===== config.mk =====
export PLATFORM = sky130hd
export DESIGN_NAME = shift_arbiter_ctrl
export DESIGN_NICKNAME = d
export VERILOG_FILES = /design/src/rtl/shift_arbiter_ctrl.sv
export SDC_FILE = /design/constraint.sdc
export NUM_CORES = 1
export LEC_CHECK = 0
export ABC_AREA = 1
export CORE_MARGIN = 4
export CORE_UTILIZATION = 40
export CTS_BUF_LIST = sky130_fd_sc_hd__clkbuf_4 sky130_fd_sc_hd__clkbuf_8 sky130_fd_sc_hd__clkbuf_16
export DETAILED_ROUTE_END_ITERATION = 8
export GPL_TIMING_DRIVEN = 0
export PLACE_DENSITY = 0.86
export SYNTH_ARGS = -nofsm -noshare
export SYNTH_HDL_FRONTEND = slang
export SYNTH_SLANG_ARGS = --single-unit

===== constraint.sdc =====
create_clock -name clk -period 2.4 [get_ports clk]
set_clock_uncertainty 0.2 [all_clocks]
set_input_delay 0.24 -clock clk [delete_from_list [all_inputs] [get_ports clk]]
set_output_delay 0.24 -clock clk [all_outputs]
set_load 0.02 [all_outputs]

===== src/rtl/shift_arbiter_ctrl.sv =====
// shift_arbiter_ctrl: round-robin sharing of an external 32-bit left/right shifter pair between two requesters.
// Latency: accept in IDLE, one EXEC cycle to capture the shifter output, result presented in RESP the cycle after.
// Backpressure: RESP holds (req_ready low for both) until the granted requester's resp_ready; SHIFT_ARITH_EN enables arithmetic right shifts.
module shift_arbiter_ctrl #(
    parameter int WIDTH   = 32,
    parameter int SHAMT_W = 5
) (
    input  logic                   clk,
    input  logic                   rst_n,
    input  logic [1:0]             req_valid,
    output logic [1:0]             req_ready,
    input  logic [2*WIDTH-1:0]     req_data,
    input  logic [2*SHAMT_W-1:0]   req_shamt,
    input  logic [1:0]             req_dir,
    input  logic [1:0]             req_arith,
    output logic [1:0]             resp_valid,
    input  logic [1:0]             resp_ready,
    output logic [WIDTH-1:0]       resp_data,
    output logic                   busy,
    output logic [WIDTH-1:0]       sh_a,
    output logic [SHAMT_W-1:0]     sh_b,
    input  logic [WIDTH-1:0]       sh_resl,
    input  logic [WIDTH-1:0]       sh_resr
);

    typedef enum logic [1:0] {
        IDLE = 2'd0,
        EXEC = 2'd1,
        RESP = 2'd2
    } state_t;

    typedef struct packed {
        logic [WIDTH-1:0]   a;
        logic [SHAMT_W-1:0] shamt;
        logic               dir;
    } req_t;

    state_t           state;
    state_t           state_nxt;
    req_t             req_lane [2];
    req_t             req_win;
    logic             ptr;
    logic             gnt;
    logic             win;
    logic             dir_q;
    logic             accept;
    logic             resp_hs;
    logic [WIDTH-1:0] shift_res;

    always_comb begin
        for (int i = 0; i < 2; i++) begin
            req_lane[i].a     = req_data[i*WIDTH +: WIDTH];
            req_lane[i].shamt = req_shamt[i*SHAMT_W +: SHAMT_W];
            req_lane[i].dir   = req_dir[i];
        end
    end

    // A lone requester wins outright; the pointer only breaks ties.
    always_comb begin
        win = ptr;
        if (req_valid == 2'b01) begin
            win = 1'b0;
        end else if (req_valid == 2'b10) begin
            win = 1'b1;
        end
    end

    assign req_win = req_lane[win];
    assign accept  = (state == IDLE) && (|req_valid);
    assign resp_hs = (state == RESP) && resp_ready[gnt];

    always_ff @(posedge clk or negedge rst_n) begin
        if (!rst_n) begin
            state <= IDLE;
        end else begin
            state <= state_nxt;
        end
    end

    always_comb begin
        state_nxt = state;
        unique case (state)
            IDLE:    if (accept) state_nxt = EXEC;
            EXEC:    state_nxt = RESP;
            RESP:    if (resp_hs) state_nxt = IDLE;
            default: state_nxt = IDLE;
        endcase
    end

    always_comb begin
        req_ready  = 2'b00;
        resp_valid = 2'b00;
        busy       = (state != IDLE);
        if (accept) begin
            req_ready[win] = 1'b1;
        end
        if (state == RESP) begin
            resp_valid[gnt] = 1'b1;
        end
    end

`ifdef SHIFT_ARITH_EN
    logic             arith_q;
    logic [WIDTH-1:0] sign_fill;

    always_ff @(posedge clk or negedge rst_n) begin
        if (!rst_n) begin
            arith_q <= 1'b0;
        end else if (accept) begin
            arith_q <= req_arith[win];
        end
    end

    // The external right shifter is logical; sign bits are OR-ed in over the vacated top positions.
    assign sign_fill = ~({WIDTH{1'b1}} >> sh_b);

    always_comb begin
        shift_res = dir_q ? sh_resr : sh_resl;
        if (dir_q && arith_q && sh_a[WIDTH-1]) begin
            shift_res = sh_resr | sign_fill;
        end
    end
`else
    logic unused_arith;

    assign unused_arith = ^req_arith;
    assign shift_res    = dir_q ? sh_resr : sh_resl;
`endif

    // Operands stay on the shifter inputs after the response; only a new accept replaces them.
    always_ff @(posedge clk or negedge rst_n) begin
        if (!rst_n) begin
            sh_a      <= '0;
            sh_b      <= '0;
            dir_q     <= 1'b0;
            gnt       <= 1'b0;
            ptr       <= 1'b0;
            resp_data <= '0;
        end else begin
            if (accept) begin
                sh_a  <= req_win.a;
                sh_b  <= req_win.shamt;
                dir_q <= req_win.dir;
                gnt   <= win;
            end
            if (state == EXEC) begin
                resp_data <= shift_res;
            end
            if (resp_hs) begin
                ptr <= ~gnt;
            end
        end
    end

endmodule


==> results.py <==
metrics = {
    "outcome": {
        "status": "complete, no violations",
    },
    "synthesis": {
        "synth_fp_nets": 573,
        "synthCells": 425,
        "ys_types": 16,
        "ys_seq_area_share_pct": 52.1,
        "synth-seq-cells": 74,
        "syn_area_um2": 3550,
        "yosys_warnings": 0,
        "syn_area_per_cell_um2": 8.36,
    },
    "setup_path": {
        "critPathMaxFanout": 10,
        "r2r_slack_ns": 0.84,
        "cpMaxStageDelayCell": "clkdlybuf4s50_1",
        "crit_family": "buffers and inverters",
        "cp.arrival_ns": 1.85,
        "path_cells": "clkdlybuf4s50_1, buf_4, buf_2, nand2_1, nor2_1, dlygate4sd2_1",
        "startpoint_type": "input pin",
        "required_ns": 1.96,
        "crit_type": "in2out",
        "path_buf_inv": 4,
        "max_stage_delay_ns": 0.62,
        "critPathCaptureType": "primary output",
    },
    "sta": {
        "hold_viol_final": 0,
        "drv_slew": 0,
        "worst_pin_slew_ns": 0.481,
        "fmax_mhz": 436,
        "hold_slack_ns": 0.189,
        "rsz0062_at_grt": "no",
        "slew_headroom_pct": 67.9,
        "setup_ws_ns": 0.105,
        "min_period_over_period_pct": 95.6,
        "setup_violations": 0,
        "fin_crit_ns": 2.29,
    },
    "global_route": {
        "first_global_vias": 4254,
        "grt_start_max_net_pins": 42,
        "grt_usage_pct": 25.9,
        "grt.overflow.total": 0,
        "grt_pass1_wl_um": 21100,
        "antenna_found_initial": 0,
    },
    "clock_network": {
        "cts-root-buf": "clkbuf_8",
        "htree_levels": 3,
        "clock-sinks": 74,
        "clkTransAtPathRegs_ns": 0.07,
        "cts_buffers": 9,
        "insertion_delay_ns": 0.33,
        "cts_tree": "built",
        "clockBufferDepth": 2,
    },
    "power_and_ir_drop": {
        "total_power_uw": 7660,
        "p_leak_uw": 0.00263,
        "peakVddDrop_mv": 0.790,
        "powerDensity_nw_per_um2": 1250,
    },
    "drt": {
        "dr.pass1.iters": 5,
        "num_vias": 4203,
        "wirelength_um": 13900,
        "drtIter0Drc": 186,
        "detail_route.wl_per_cell_um": 18.1,
        "drc_errors": 0,
        "viasPerCell": 5.47,
        "drtAntennaViolNets": 0,
    },
    "run": {
        "cap_violations": 0,
    },
    "place": {
        "gp_congestion": 0.857,
        "numPortBuffers": 219,
        "dpl_worst_slack_ns": -0.274,
        "hpwl_um": 10900,
        "dpl.cell_count": 753,
        "placed_area_um2": 5900,
    },
    "cells_and_area": {
        "fin_cells": 769,
        "final_area_um2": 6110,
        "area.growth.synth_to_final_pct": 71.9,
        "drive_above_1_share_pct": 7.41,
        "multi_input_comb_area_um2": 1470,
        "fin_nets": 805,
        "nFillCells": 677,
        "regArea_um2": 1850,
        "antennaDiodeCount": 0,
    },
    "die": {
        "ios": 222,
        "die_y_um": 102,
        "die_x_um": 102,
        "initial_utilization_pct": 40.9,
        "die-area_um2": 10500,
        "coreArea_um2": 8680,
        "rows": 34,
    },
    "hold_path": {
        "hold_path.class": "in2async",
    },
}
-- synth_stat cells --
cell type | instances | area share [%]
buf_1 | 1 | 0.11
buf_4 | 2 | 0.42
inv_2 | 2 | 0.21
o21ai_1 | 30 | 4.2
nor2_4 | 2 | 0.63
nand3_1 | 39 | 5.5
clkbuf_1 | 13 | 1.4
o21ai_0 | 35 | 4.9
buf_2 | 23 | 3.2
inv_1 | 8 | 0.85
buf_6 | 1 | 0.32
dfrtp_1 | 74 | 52
nand4_1 | 76 | 13
nand2_1 | 82 | 8.7
nor2_1 | 36 | 3.8
o21ai_2 | 1 | 0.25
-- flip-flops by register name, indices dropped and copies added, names as in the netlist --
register and count:
state 2, resp_data 32, dir_q 1, sh_a 32, ptr 1, gnt 1, sh_b 5
-- layout by cell type (no fill, tap or decap), drive strengths merged --
cell and instances:
clkdlybuf4s50 216, nand2 82, nand4 76, dfrtp 74
o21ai 66, nand3 39, nor2 38, buf 29
clkbuf 25, inv 10, clkinv 2, dlygate4sd2 2
bufinv 1, dlygate4sd3 1
-- metrics by stage --
step	setup TNS, ns	utilization (%)
floorplan	0	-
global placement	-124.80	67.8
detailed placement	-0.418	68.0
CTS	0	70.4
global route	0	70.4
finish	0	70.4
-- logic make-up after synthesis --
kind of cell	count (synthesis)	synth area share, %
AND/OR/NAND/NOR	235	32.0
flip-flops	74	52.1
AO/OA/AOI/OAI	66	9.40
buffers and inverters	50	6.51
-- layout make-up --
cell class	count	share of cell area, %
clock buffers	12	2.50
plain buffers	39	3.20
repair buffers	222	36.4
well taps	108	2.21
inverters	10	0.615
flip-flops and latches	74	30.3
multi-input cells	301	24.1
clock inverters	3	0.656
-- power by group --
part / total [uW] / internal [uW] / switching [uW]
Combinational: 4450 / 1920 / 2530
Clock: 952 / 524 / 429
Sequential: 2260 / 1880 / 384
-- path summary, 6_finish.rpt --
kind                                      end          start  cells past startpoint
worst max-delay path             req_ready[0]   req_valid[0]                      6
worst min-delay path            resp_data[16]          rst_n                      2
worst max register to register  resp_data[18]          dir_q                      4
worst min register to register  resp_data[23]  resp_data[23]                      2
max in group asynchronous            sh_a[21]          rst_n                      3
min in group clk                     sh_a[27]   req_data[59]                      3
-- metal layers --
layer	wire length (um)	vias up	GRT usage, %
met2	7010	247	45.1
met3	1400	31	7.10
met4	333	0	9.08
met1	5140	1965	30.8
met5	0	-	0
li1	-	1960	-
-- worst reg2reg max path: stages (launching register included) --
cell and delay (ns):
dfrtp_1 0.44, inv_1 0.15, clkbuf_1 0.40, nor2_1 0.09, o21ai_1 0.19
-- repair_timing --
| item | in CTS | in global routing |
|---|---|---|
| endpoints found under the setup margin | 2 | 0 |
| resized for setup | 5 | 0 |
| endpoints found under the hold margin | 33 | 0 |
| setup buffers | 1 | 0 |
| hold buffers | 1 | 0 |
Note: power is estimated with default switching activity, not from simulation.
